$ cat src/rtl/tabellone_morra_if.sv
// tabellone_morra_if: scoreboard bus between the game engine/display side and the scoreboard
// master: drives INIZIA, CFG, MANCHE, PARTITA; observes tallies, STATO, TORNEO, FINE
// slave: the scoreboard itself, the mirror image of master
interface tabellone_morra_if #(parameter int CW = 5);
  logic          INIZIA;
  logic [3:0]    CFG;
  logic [1:0]    MANCHE;
  logic [1:0]    PARTITA;
  logic [CW-1:0] MANCHE_P1;
  logic [CW-1:0] MANCHE_P2;
  logic [CW-1:0] PAREGGI;
  logic [3:0]    PARTITE_P1;
  logic [3:0]    PARTITE_P2;
  logic [1:0]    STATO;
  logic [1:0]    TORNEO;
  logic          FINE;
  modport master (
    output INIZIA, CFG, MANCHE, PARTITA,
    input  MANCHE_P1, MANCHE_P2, PAREGGI, PARTITE_P1, PARTITE_P2, STATO, TORNEO, FINE
  );
  modport slave (
    input  INIZIA, CFG, MANCHE, PARTITA,
    output MANCHE_P1, MANCHE_P2, PAREGGI, PARTITE_P1, PARTITE_P2, STATO, TORNEO, FINE
  );
endinterface

$ cat src/rtl/tabellone_morra.sv
// tabellone_morra: round/game tallies and tournament winner downstream of the Morra engine
// clk, rst (async, active-high); sb: slave modport carrying engine results in and tallies/status out
module tabellone_morra #(parameter int CW = 5) (
  input  logic                  clk,
  input  logic                  rst,
  tabellone_morra_if.slave      sb
);
  typedef enum logic [1:0] {IDLE = 2'b00, GIOCO = 2'b01, CHIUSO = 2'b10} stato_t;
  stato_t        stato_q;
  logic [CW-1:0] m1_q, m2_q, par_q;
  logic [3:0]    p1_q, p2_q, played_q, cfg_q;
  logic [1:0]    torneo_q;
  logic          fine_q;
  logic [3:0]    p1_d, p2_d, played_d, thr;
  logic [1:0]    torneo_d;
  logic          inc1, inc2, inc3;
  assign inc1     = sb.MANCHE == 2'b01 && !(&m1_q);
  assign inc2     = sb.MANCHE == 2'b10 && !(&m2_q);
  assign inc3     = sb.MANCHE == 2'b11 && !(&par_q);
  assign p1_d     = p1_q + {3'b000, sb.PARTITA == 2'b01};
  assign p2_d     = p2_q + {3'b000, sb.PARTITA == 2'b10};
  assign played_d = played_q + 4'd1;
  // majority threshold: more than half of the configured games
  assign thr      = {1'b0, cfg_q[3:1]} + 4'd1;
  // winner decided on post-update tallies; 00 means the tournament goes on
  assign torneo_d = p1_d == thr ? 2'b01 :
                    p2_d == thr ? 2'b10 :
                    played_d != cfg_q ? 2'b00 :
                    p1_d > p2_d ? 2'b01 :
                    p2_d > p1_d ? 2'b10 : 2'b11;
  always_ff @(posedge clk or posedge rst)
    if (rst) begin
      stato_q  <= IDLE;
      m1_q     <= '0;
      m2_q     <= '0;
      par_q    <= '0;
      p1_q     <= '0;
      p2_q     <= '0;
      played_q <= '0;
      cfg_q    <= '0;
      torneo_q <= '0;
      fine_q   <= 1'b0;
    end else if (sb.INIZIA) begin
      stato_q  <= sb.CFG != 4'd0 ? GIOCO : IDLE;
      m1_q     <= '0;
      m2_q     <= '0;
      par_q    <= '0;
      p1_q     <= '0;
      p2_q     <= '0;
      played_q <= '0;
      cfg_q    <= sb.CFG;
      torneo_q <= '0;
      fine_q   <= 1'b0;
    end else begin
      case (stato_q)
        IDLE, CHIUSO: ;
        GIOCO:
          if (sb.PARTITA != 2'b00) begin
            m1_q     <= '0;
            m2_q     <= '0;
            par_q    <= '0;
            p1_q     <= p1_d;
            p2_q     <= p2_d;
            played_q <= played_d;
            if (torneo_d != 2'b00) begin
              torneo_q <= torneo_d;
              stato_q  <= CHIUSO;
              fine_q   <= 1'b1;
            end
          end else begin
            m1_q  <= m1_q + {{(CW-1){1'b0}}, inc1};
            m2_q  <= m2_q + {{(CW-1){1'b0}}, inc2};
            par_q <= par_q + {{(CW-1){1'b0}}, inc3};
          end
        default: stato_q <= IDLE;
      endcase
    end
  assign sb.MANCHE_P1  = m1_q;
  assign sb.MANCHE_P2  = m2_q;
  assign sb.PAREGGI    = par_q;
  assign sb.PARTITE_P1 = p1_q;
  assign sb.PARTITE_P2 = p2_q;
  assign sb.STATO      = stato_q;
  assign sb.TORNEO     = torneo_q;
  assign sb.FINE       = fine_q;
endmodule

$ cat src/flat_wrapper.sv
// flat-port wrapper written by rule: the top's interface ports become plain ports
module tabellone_morra_flat 
#(parameter int CW = 5)
  (clk, rst, sb_INIZIA, sb_CFG, sb_MANCHE, sb_PARTITA, sb_MANCHE_P1, sb_MANCHE_P2, sb_PAREGGI, sb_PARTITE_P1, sb_PARTITE_P2, sb_STATO, sb_TORNEO, sb_FINE);
  tabellone_morra_if #(.CW(CW)) sb_i ();
  input  logic clk;
  input  logic rst;
  input wire logic [$bits(sb_i.INIZIA)-1:0] sb_INIZIA;
  input wire logic [$bits(sb_i.CFG)-1:0] sb_CFG;
  input wire logic [$bits(sb_i.MANCHE)-1:0] sb_MANCHE;
  input wire logic [$bits(sb_i.PARTITA)-1:0] sb_PARTITA;
  output wire logic [$bits(sb_i.MANCHE_P1)-1:0] sb_MANCHE_P1;
  output wire logic [$bits(sb_i.MANCHE_P2)-1:0] sb_MANCHE_P2;
  output wire logic [$bits(sb_i.PAREGGI)-1:0] sb_PAREGGI;
  output wire logic [$bits(sb_i.PARTITE_P1)-1:0] sb_PARTITE_P1;
  output wire logic [$bits(sb_i.PARTITE_P2)-1:0] sb_PARTITE_P2;
  output wire logic [$bits(sb_i.STATO)-1:0] sb_STATO;
  output wire logic [$bits(sb_i.TORNEO)-1:0] sb_TORNEO;
  output wire logic [$bits(sb_i.FINE)-1:0] sb_FINE;
  assign sb_i.INIZIA = sb_INIZIA;
  assign sb_i.CFG = sb_CFG;
  assign sb_i.MANCHE = sb_MANCHE;
  assign sb_i.PARTITA = sb_PARTITA;
  assign sb_MANCHE_P1 = sb_i.MANCHE_P1;
  assign sb_MANCHE_P2 = sb_i.MANCHE_P2;
  assign sb_PAREGGI = sb_i.PAREGGI;
  assign sb_PARTITE_P1 = sb_i.PARTITE_P1;
  assign sb_PARTITE_P2 = sb_i.PARTITE_P2;
  assign sb_STATO = sb_i.STATO;
  assign sb_TORNEO = sb_i.TORNEO;
  assign sb_FINE = sb_i.FINE;
  tabellone_morra #(.CW(CW)) u_core (.clk(clk), .rst(rst), .sb(sb_i));
endmodule
$ cat config.mk
export PLATFORM = sky130hd
export DESIGN_NAME = tabellone_morra_flat
export DESIGN_NICKNAME = d
export VERILOG_FILES = /design/src/rtl/tabellone_morra_if.sv /design/src/rtl/tabellone_morra.sv /design/src/flat_wrapper.sv
export SDC_FILE = /design/constraint.sdc
export NUM_CORES = 1
export LEC_CHECK = 0
export CAP_MARGIN = 15
export CORE_UTILIZATION = 56
export CTS_CLUSTER_DIAMETER = 80
export DETAILED_ROUTE_END_ITERATION = 10
export PLACE_DENSITY = 0.88
export SKIP_LAST_GASP = 1
export SYNTH_ARGS = -nofsm -noshare
export SYNTH_HDL_FRONTEND = slang
export SYNTH_SLANG_ARGS = --single-unit
$ cat constraint.sdc
create_clock -name clk -period 3.8 [get_ports clk]
set_input_delay 0.57 -clock clk [delete_from_list [all_inputs] [get_ports clk]]
set_output_delay 0.57 -clock clk [all_outputs]
set_load 0.02 [all_outputs]
==> metrics.csv, run 1 <==
metric;value;unit
cts_sinks;36;
nNetsFinal;278;
critPathKind;input port to register;
vias_per_cell;5.475;
grt.overflow.total;0;
gp_congestion;0.9127;
combPwrFrac;34.0;%
p_seq_share;38.1;%
cap_viol_max_count;0;
outcome;complete, no violations;
die_y;63.25;um
die_area;4001;um2
worstSetupEndpointType;register;
grt_pass1_vias;1598;
syn_inst;210;
synth_top_cells_by_area;dfrtp_1 (43%), ha_1 (8.9%), xor2_1 (7.1%), xnor2_1 (4.6%), nor2_1 (4.3%);
yosys_register_bits;36;
fmax;339.8;MHz
cts_tree;done;
skew;0.009198;ns
post_cts_buffers;0;
grt_max_degree;37;
critPathMaxFanout;5;
rows;21;
first_pass_iters;4;
die_w;63.25;um
area.growth.synth_to_final;26.15;%
antenna_left;0;
hpwl;3.113;mm
ctsLongestPathBuffers;2;
multi_input_area;1162;um2
rsz0062_at_grt;no;
wl_per_cell;14.13;um
postCtsHoldBufs;0;
power.switching;0.0004049;W
finalHoldViolCount;0;
h-tree-depth;2;
p_int;0.0007903;W
ys_seq_area_share;42.88;%
maxSlewViolCount;0;
syn_area;2101;um2
clk_latency;0.29;ns
num-fill-cells;275;
cts_root_buf;clkbuf_8;
antenna_found_initial;0;
p_clk_share;27.8;%
synth.top_cell.area_share;42.88;%
drive_gt1_share;8.300;%
drc_errors;0;
track_usage;24.51;%
fin_crit;2.943;ns
wl;4.226;mm
yosys_warnings;0;
yosysUniqueCellTypes;31;
p_leak;1.167;nW
design.core.area;3468;um2
clk_pin_slew;0.07;ns
cts_buffers;5;
arrival;3.15;ns
port_buffers;38;
ioPinCount;39;
synth_nets;236;
setup_viol_count_final;0;
critPathLaunchType;input port;
drtIter0Drc;93;
slew_headroom;40.17;%
switching_share;33.88;%
worst_pin_slew;0.8942;ns
totalPowerFinal;0.001195;W
synth.avg_cell_area;10.00;um2
n_antenna_cell;0;
postSynth.asyncResetShare;100.0;%
min_path_type;register to register;
vdd_ir_drop_max;0.4234;mV
synthFlopType;dfrtp_1;
start_util;60.57;%
synth_edf_count;0;
powerDensity;451.0;nW/um2
regArea;900.9;um2
grt_pass1_wl;7.355;mm
finalSetupTns;0;ns
cts_resized;0;
period_share;77.45;%
cp_data_required_time;4.01;ns
synth_area_leader_cell;dfrtp_1;
vias;1637;
state kept, by name, indices dropped and copies added (netlist names):
| name | cells |
|---|---|
| u_core.sb.MANCHE_P1 | 5 |
| u_core.played_q | 4 |
| u_core.sb.PAREGGI | 5 |
| u_core.sb.PARTITE_P1 | 4 |
| u_core.cfg_q | 4 |
| u_core.sb.MANCHE_P2 | 5 |
| u_core.sb.TORNEO | 2 |
| u_core.sb.PARTITE_P2 | 4 |
| u_core.sb.FINE | 1 |
| u_core.sb.STATO | 2 |
path summary, 6_finish.rpt:
path	from	end	slack [ns]	cells after the start
max in group asynchronous	rst	u_core.cfg_q[0]$_DFFE_PP0P_	2.80	3
worst min register to register	u_core.sb.FINE$_DFFE_PP0P_	u_core.sb.FINE$_DFFE_PP0P_	0.51	2
worst max register to register	u_core.sb.PARTITE_P2[0]$_DFFE_PP0P_	u_core.sb.TORNEO[0]$_DFFE_PP0P_	1.31	10
worst min-delay path	u_core.sb.FINE$_DFFE_PP0P_	u_core.sb.FINE$_DFFE_PP0P_	0.51	2
worst max-delay path	sb_PARTITA[1]	u_core.sb.TORNEO[0]$_DFFE_PP0P_	0.86	12
min in group asynchronous	rst	u_core.sb.PAREGGI[3]$_DFFE_PP0P_	0.68	3
cell families after synthesis:
kind of cell | count (synthesis) | synth area share (%)
buf+inv | 10 | 1.787
compound gates | 31 | 9.529
flops | 36 | 42.88
simple gates | 82 | 19.83
mux | 4 | 2.144
fa+ha+maj | 17 | 9.887
xor+xnor | 30 | 13.94
synthesized netlist by cell type (2+ instances only):
master	instances
or3_1	3
nor2_1	24
maj3_1	2
o21a_1	2
inv_1	3
xnor2_1	11
nand3_1	8
xor3_1	2
dfrtp_1	36
nor3b_1	2
nand2_1	23
mux2_2	4
nand4_1	5
xor2_1	17
clkbuf_1	7
a22o_1	7
o21ai_0	7
nand2b_1	5
ha_1	15
nor2b_1	4
a21oi_1	13
cells in the final DEF, fill, tap and decap left out, types with 3 or more instances in the layout:
master and n:
nor2b_1 4, a21oi_1 13, ha_1 15, dfrtp_1 36, xor2_1 17, nand2b_1 5
xnor2_1 11, mux2_2 4, nand4_1 5, nor2_1 24, inv_1 3, nand2_1 23
nand3_1 8, clkbuf_8 5, clkdlybuf4s50_1 38, buf_4 4, a22o_1 7, or3_1 3
o21ai_0 7
power groups by stage:
stage               combinational, W  sequential, W  clock, W
floorplan                   0.000251       0.000485         0
global placement            0.000396       0.000461         0
detailed placement          0.000402       0.000462         0
CTS                         0.000409       0.000456  0.000338
global route                0.000451       0.000462  0.000353
finish                      0.000407       0.000456  0.000333
per-stage QoR:
step	instances	setup slack (ns)	cell area, um2	util (%)	hold WS [ns]
2_1_floorplan	210	1.247	2101	-	0.5022
3_3_place_gp	291	0.6858	2542	73.30	0.4887
3_5_place_dp	291	0.6014	2542	73.30	0.4923
4_1_cts	299	0.8649	2650	76.41	0.5123
5_1_grt	299	0.7534	2650	76.41	0.5649
6_report	299	0.8569	2650	76.41	0.5079
metal layers:
| metal | GRT usage, % | vias to the layer above | share of wire, % |
|---|---|---|---|
| met3 | 5.435 | 8 | 3.8 |
| met2 | 38.71 | 37 | 46 |
| met4 | 11.65 | 0 | 1.9 |
| li1 | - | 817 | - |
| met1 | 31.88 | 775 | 48 |
| met5 | 0 | - | 0 |
layout make-up:
| type | count | area share (%) |
|---|---|---|
| Clock buffer | 6 | 2.738 |
| Clock inverter | 2 | 1.322 |
| Inverter | 3 | 0.4249 |
| Multi-Input combinational cell | 164 | 43.86 |
| Sequential cell | 36 | 33.99 |
| Tap cell | 46 | 2.172 |
| Timing Repair Buffer | 42 | 15.49 |
worst max-delay path: stages:
cell and delay (ns):
clkdlybuf4s50_1 0.46, nor2b_1 0.16, ha_1 0.19, ha_1 0.32, inv_1 0.05, ha_1 0.29, nor2b_1 0.16, o21a_1 0.14
nor2_1 0.05, maj3_1 0.37, o21a_1 0.19, o32ai_2 0.19
Note: power is estimated with default switching activity, not from simulation.
==> run 2: changes to the inputs <==
CORE_UTILIZATION = 47   (was 56)
PLACE_DENSITY = 0.79   (was 0.88)
clock period = 2.54 ns   (was 3.8 ns; I/O delays follow)
==> run 2 against run 1 <==
Sequential power increased by 51%. Critical path type is now register to register. Sequential share of layout area decreased by 1.3 points. Core utilization decreased by 10 points. Clock skew decreased by 0.0077 ns. Setup slack got worse by 0.77 ns. Cell count increased by 4.3%. Worst hold slack got worse by 0.019 ns. Die area increased by 19%. Power increased by 45%.
==> metrics.csv, run 2 (same netlist as run 1, synthesis figures left out) <==
metric;value;unit;change
min_path_type;input port to async pin;;
vias_per_cell;5.503;;+0.52%
cp_top_family;adder cells;;
nNetsFinal;288;;+3.6%
maxSlewViolCount;0;;unchanged
setup_viol_count_final;0;;unchanged
cpPeakStageDelay;0.42;ns;-0.04 ns
fin_crit;2.449;ns;
worst_pin_slew;0.9554;ns;+0.06127 ns
cts_buffers;5;;unchanged
h-tree-depth;2;;unchanged
die_area;4741;um2;+19%
drive_gt1_share;14.89;%;+6.6 points
antenna_found_initial;0;;unchanged
top_usage_layer;met2;;
period_share;96.44;%;
cts_tree;done;;
outcome;complete, no violations;;
first_pass_iters;4;;unchanged
grt_max_degree;37;;unchanged
drtIter0Drc;53;;-43%
path_buf_inv;1;;-1
grt_pass1_vias;1650;;+3.3%
cts_root_buf;clkbuf_8;;
hpwl;3.413;mm;+9.6%
grt_pass1_wl;7.776;mm;+5.7%
fmax;408.2;MHz;
gp_congestion;0.8703;;-4.6%
vdd_ir_drop_max;0.5463;mV;+29%
antenna_left;0;;unchanged
critPathMaxFanout;3;;-2
most-common-layout-cells;clkdlybuf4s50_1 (36), dfrtp_1 (36), nor2_1 (24);;
slowest_stage;dfrtp_1;;
finalCoreUtilization;66.43;%;-10 points
vias;1717;;+4.9%
rsz0062_at_grt;no;;
clk_latency;0.29;ns;about the same
port_buffers;38;;unchanged
track_usage;23.07;%;-1.4 points
p_leak;1.205;nW;+3.2%
area.growth.synth_to_final;31.03;%;
worst_hold_slack;0.4889;ns;-0.01899 ns
slew_headroom;36.07;%;-4.1 points
rows;23;;+9.5%
arrival;2.57;ns;-0.58 ns
die_y;68.86;um;+8.9%
grt.overflow.total;0;;unchanged
use_met1;31.26;%;-0.62 points
worstSetupEndpointType;register;;
path_cells;ha_2 -> ha_4 -> inv_1 -> ha_1 -> nor2b_2 -> o21a_1 -> o21ai_0 -> maj3_1 -> o21ai_2 -> a211oi_2;;
n_antenna_cell;0;;unchanged
cp_data_required_time;2.67;ns;-1.34 ns
design.core.area;4144;um2;+19%
drc_errors;0;;unchanged
ioPinCount;39;;unchanged
clk_pin_slew;0.07;ns;about the same
cap_viol_max_count;0;;unchanged
ctsLongestPathBuffers;2;;unchanged
critPathKind;register to register;;
totalPowerFinal;0.001730;W;+45%
met3_usage;5.099;%;-0.34 points
die_w;68.86;um;+8.9%
finalHoldViolCount;0;;unchanged
wl;4.758;mm;+13%
grt.met2_usage;36.04;%;-2.7 points
start_util;50.69;%;-9.9 points
powerDensity;628.4;nW/um2;+39%
skew;0.001511;ns;-0.007687 ns
wl_per_cell;15.25;um;+7.9%
critPathLaunchType;register;;
cts_sinks;36;;unchanged
## run 2: cell count changes in the layout (fill, tap and decap cells not counted), sizes merged
cell	change
clkdlybuf4s50	-2
dlygate4sd2	+1
buf	+10
clkbuf	+1
bufinv	-1
## run 2: per-layer routing
layer / routed length, um / share of wire, %
met1: 2248 / 47
met2: 2265 / 48
met3: 174 / 3.7
met4: 70 / 1.5
met5: 0 / 0
## run 2: what timing repair did
item,CTS,global route
hold buffers,0,0
pin swaps,0,1
setup buffers,1,0
gates resized for setup,10,5
endpoints found under the setup margin,2,2
cloned,0,0
## run 2: final timing paths
check / start / endpoint / slack [ns] / cells past startpoint
max in group asynchronous: rst / u_core.sb.MANCHE_P2[4]$_DFFE_PP0P_ / 1.74 / 3
hold reg to reg: u_core.sb.FINE$_DFFE_PP0P_ / u_core.sb.FINE$_DFFE_PP0P_ / 0.52 / 2
hold / removal: rst / u_core.sb.STATO[1]$_DFFE_PP0P_ / 0.49 / 3
setup reg to reg: u_core.sb.PARTITE_P2[0]$_DFFE_PP0P_ / u_core.sb.TORNEO[1]$_DFFE_PP0P_ / 0.09 / 10
setup / recovery: u_core.sb.PARTITE_P2[0]$_DFFE_PP0P_ / u_core.sb.TORNEO[1]$_DFFE_PP0P_ / 0.09 / 10
min in group clk: u_core.sb.FINE$_DFFE_PP0P_ / u_core.sb.FINE$_DFFE_PP0P_ / 0.52 / 2
## run 2: power by group
group	internal (W)	leakage (nW)	switching, W
clock	0.000186	0.0410	0.000191
sequential	0.000629	0.486	0.0000580
combinational	0.000292	0.678	0.000374
total	0.00111	1.20	0.000622
## run 2: layout make-up
cell class | count | area, um2
sequential | 36 | 900.9
tap | 50 | 62.56
multi-input combinational | 164 | 1221
timing repair buffer | 52 | 479.2
clock buffer | 6 | 72.57
fill | 337 | 1391
inverter | 3 | 11.26
clock inverter | 1 | 5.005
## run 2: tightest hold or removal path: cells and delay by family
family	cells	cell delay [ns]
buf+inv	3	0.82
## run 2: metrics by stage
stage	cell area, um2	instances	TNS (ns)	setup WS (ns)
global route	2753	312	0	0.008518
CTS	2748	312	0	0.06272
detailed placement	2615	304	-1.024	-0.4661
floorplan	2101	210	0	0.1651
global placement	2615	304	-0.6906	-0.3471
finish	2753	312	0	0.09051
==> run 3: changes to the inputs <==
CORE_UTILIZATION = 56   (was 47)
PLACE_DENSITY = 0.88   (was 0.79)
clock period = 3.15 ns   (was 2.54 ns; I/O delays follow)
==> run 3 against run 2 <==
Global-route usage up 1.4 points. Die area fell by 16%. Via count decreased by 5.9%. Critical path type is now input port to register. Critical endpoint is now u_core.sb.TORNEO[0]$_DFFE_PP0P_. Largest cell class unchanged. Largest power group unchanged.
==> metrics.csv, run 3 (same netlist as run 1, synthesis figures left out) <==
metric;value;unit;change
wl_per_cell;14.39;um;-5.6%
grt_max_degree;37;;unchanged
n_antenna_cell;0;;unchanged
cts_resized;0;;-10
clk_pin_slew;0.08;ns;about the same
r2r_slack;0.69;ns;+0.60 ns
ctsLongestPathBuffers;2;;unchanged
gp_congestion;0.9544;;+9.7%
p_leak;1.171;nW;-2.8%
postCtsHoldBufs;0;;unchanged
setup_viol_count_final;0;;unchanged
die_area;4001;um2;-16%
start_util;60.57;%;+9.9 points
min_path_type;register to register;;
hold_depth;2;;
port_buffers;38;;unchanged
layout_setup_ws;0.3094;ns;+0.2189 ns
outcome;complete, no violations;;
worst_pin_slew;0.5430;ns;-0.4124 ns
final_common_cell;clkdlybuf4s50_1;;
finalSetupTns;0;ns;unchanged
area.growth.synth_to_final;26.68;%;
antenna_left;0;;unchanged
r2r-start;u_core.sb.PARTITE_P2[0]$_DFFE_PP0P_;;
drtIter0Drc;84;;+58%
cts_sinks;36;;unchanged
design.core.area;3468;um2;-16%
critPathKind;input port to register;;
die_y;63.25;um;-8.1%
drive_gt1_share;9.055;%;-5.8 points
cp_data_required_time;3.35;ns;+0.68 ns
cts_tree;done;;
fin_crit;2.841;ns;
clk_latency;0.29;ns;about the same
critPathMaxFanout;5;;+2
nNetsFinal;279;;-3.1%
critPathLaunchType;input port;;
vias;1616;;-5.9%
maxSlewViolCount;0;;unchanged
hpwl;3.165;mm;-7.3%
ioPinCount;39;;unchanged
grt_pass1_wl;7.424;mm;-4.5%
min-delay-start;u_core.sb.FINE$_DFFE_PP0P_;;
vias_per_cell;5.387;;-2.1%
die_w;63.25;um;-8.1%
wl;4.317;mm;-9.3%
cts_root_buf;clkbuf_8;;
period_share;90.18;%;
most-common-layout-cells;clkdlybuf4s50_1 (38), dfrtp_1 (36), nor2_1 (24);;
cts_buffers;5;;unchanged
rows;21;;-8.7%
rsz0062_at_grt;no;;
h-tree-depth;2;;unchanged
post_cts_buffers;0;;-1
drc_errors;0;;unchanged
worstSetupEndpointType;register;;
finalCoreUtilization;76.73;%;+10 points
skew;0.007566;ns;+0.006055 ns
post-place-ws;0.02029;ns;+0.4864 ns
cap_viol_max_count;0;;unchanged
min_to;u_core.sb.FINE$_DFFE_PP0P_;;
powerDensity;546.7;nW/um2;-13%
antenna_found_initial;0;;unchanged
rr_worst_depth;10;;unchanged
track_usage;24.43;%;+1.4 points
finalHoldViolCount;0;;unchanged
grt_pass1_vias;1616;;-2.1%
worstReg2RegEnd;u_core.sb.TORNEO[0]$_DFFE_PP0P_;;
fmax;352.0;MHz;
vdd_ir_drop_max;0.4030;mV;-26%
slew_headroom;63.68;%;+28 points
arrival;3.04;ns;+0.47 ns
grt.overflow.total;0;;unchanged
first_pass_iters;4;;unchanged
==> run 3: changes by cell type in the layout (fill, tap and decap cells not counted), sizes merged <==
| cell | before | now |
|---|---|---|
| buf | 14 | 5 |
| bufinv | 0 | 1 |
| clkbuf | 7 | 5 |
| clkdlybuf4s50 | 36 | 38 |
| clkinvlp | 0 | 1 |
| dlygate4sd2 | 1 | 0 |
==> run 3: final cells by class <==
cell class,count,area (um2)
Multi-Input combinational cell,164,1162
Sequential cell,36,900.9
Fill cell,251,807.0
Timing Repair Buffer,43,417.9
Clock buffer,5,68.82
Tap cell,46,57.56
Clock inverter,3,42.54
Inverter,3,11.26
==> run 3: where the power goes <==
part	internal, W	switching, W
Clock	0.000234	0.000168
Combinational	0.000219	0.000283
Sequential	0.000507	0.0000439
Total	0.000960	0.000495
==> run 3: how the worst max path moves through the flow <==
stage,startpoint,depth (start not counted),to,slack (ns)
after floorplan,sb_PARTITA[1],11,u_core.sb.TORNEO[0]$_DFFE_PP0P_,0.69
after global placement,sb_PARTITA[1],12,u_core.sb.TORNEO[0]$_DFFE_PP0P_,0.13
after detailed placement,sb_PARTITA[0],11,u_core.sb.TORNEO[0]$_DFFE_PP0P_,0.02
after CTS,sb_PARTITA[0],11,u_core.sb.TORNEO[0]$_DFFE_PP0P_,0.31
after global routing,sb_PARTITA[1],12,u_core.sb.TORNEO[0]$_DFFE_PP0P_,0.15
final,sb_PARTITA[1],12,u_core.sb.TORNEO[0]$_DFFE_PP0P_,0.31
==> run 3: critical path: stages <==
cell	delay (ns)
clkdlybuf4s50_1	0.46
nor2b_1	0.17
ha_1	0.20
ha_1	0.32
inv_1	0.06
ha_1	0.29
nor2b_1	0.14
o21a_1	0.14
nor2_1	0.05
maj3_1	0.36
o21a_1	0.18
o32ai_2	0.18
==> run 3: metrics by stage <==
step	area, um2	total power (W)	hold slack (ns)	std cells
after floorplan	2101	0.0008887	0.5022	210
after global placement	2550	0.001040	0.4905	292
after detailed placement	2550	0.001058	0.4911	292
after CTS	2661	0.001468	0.5109	300
after global routing	2661	0.001542	0.5532	300
final	2661	0.001455	0.5113	300
==> run 3: layer usage <==
metal	share of wire [%]	global-route usage (%)	vias up	wire length [um]
met4	0.86	7.102	0	37
li1	-	-	815	-
met5	0	0	-	0
met3	4.5	6.884	4	195
met1	46	32.23	757	1998
met2	48	39.11	40	2085
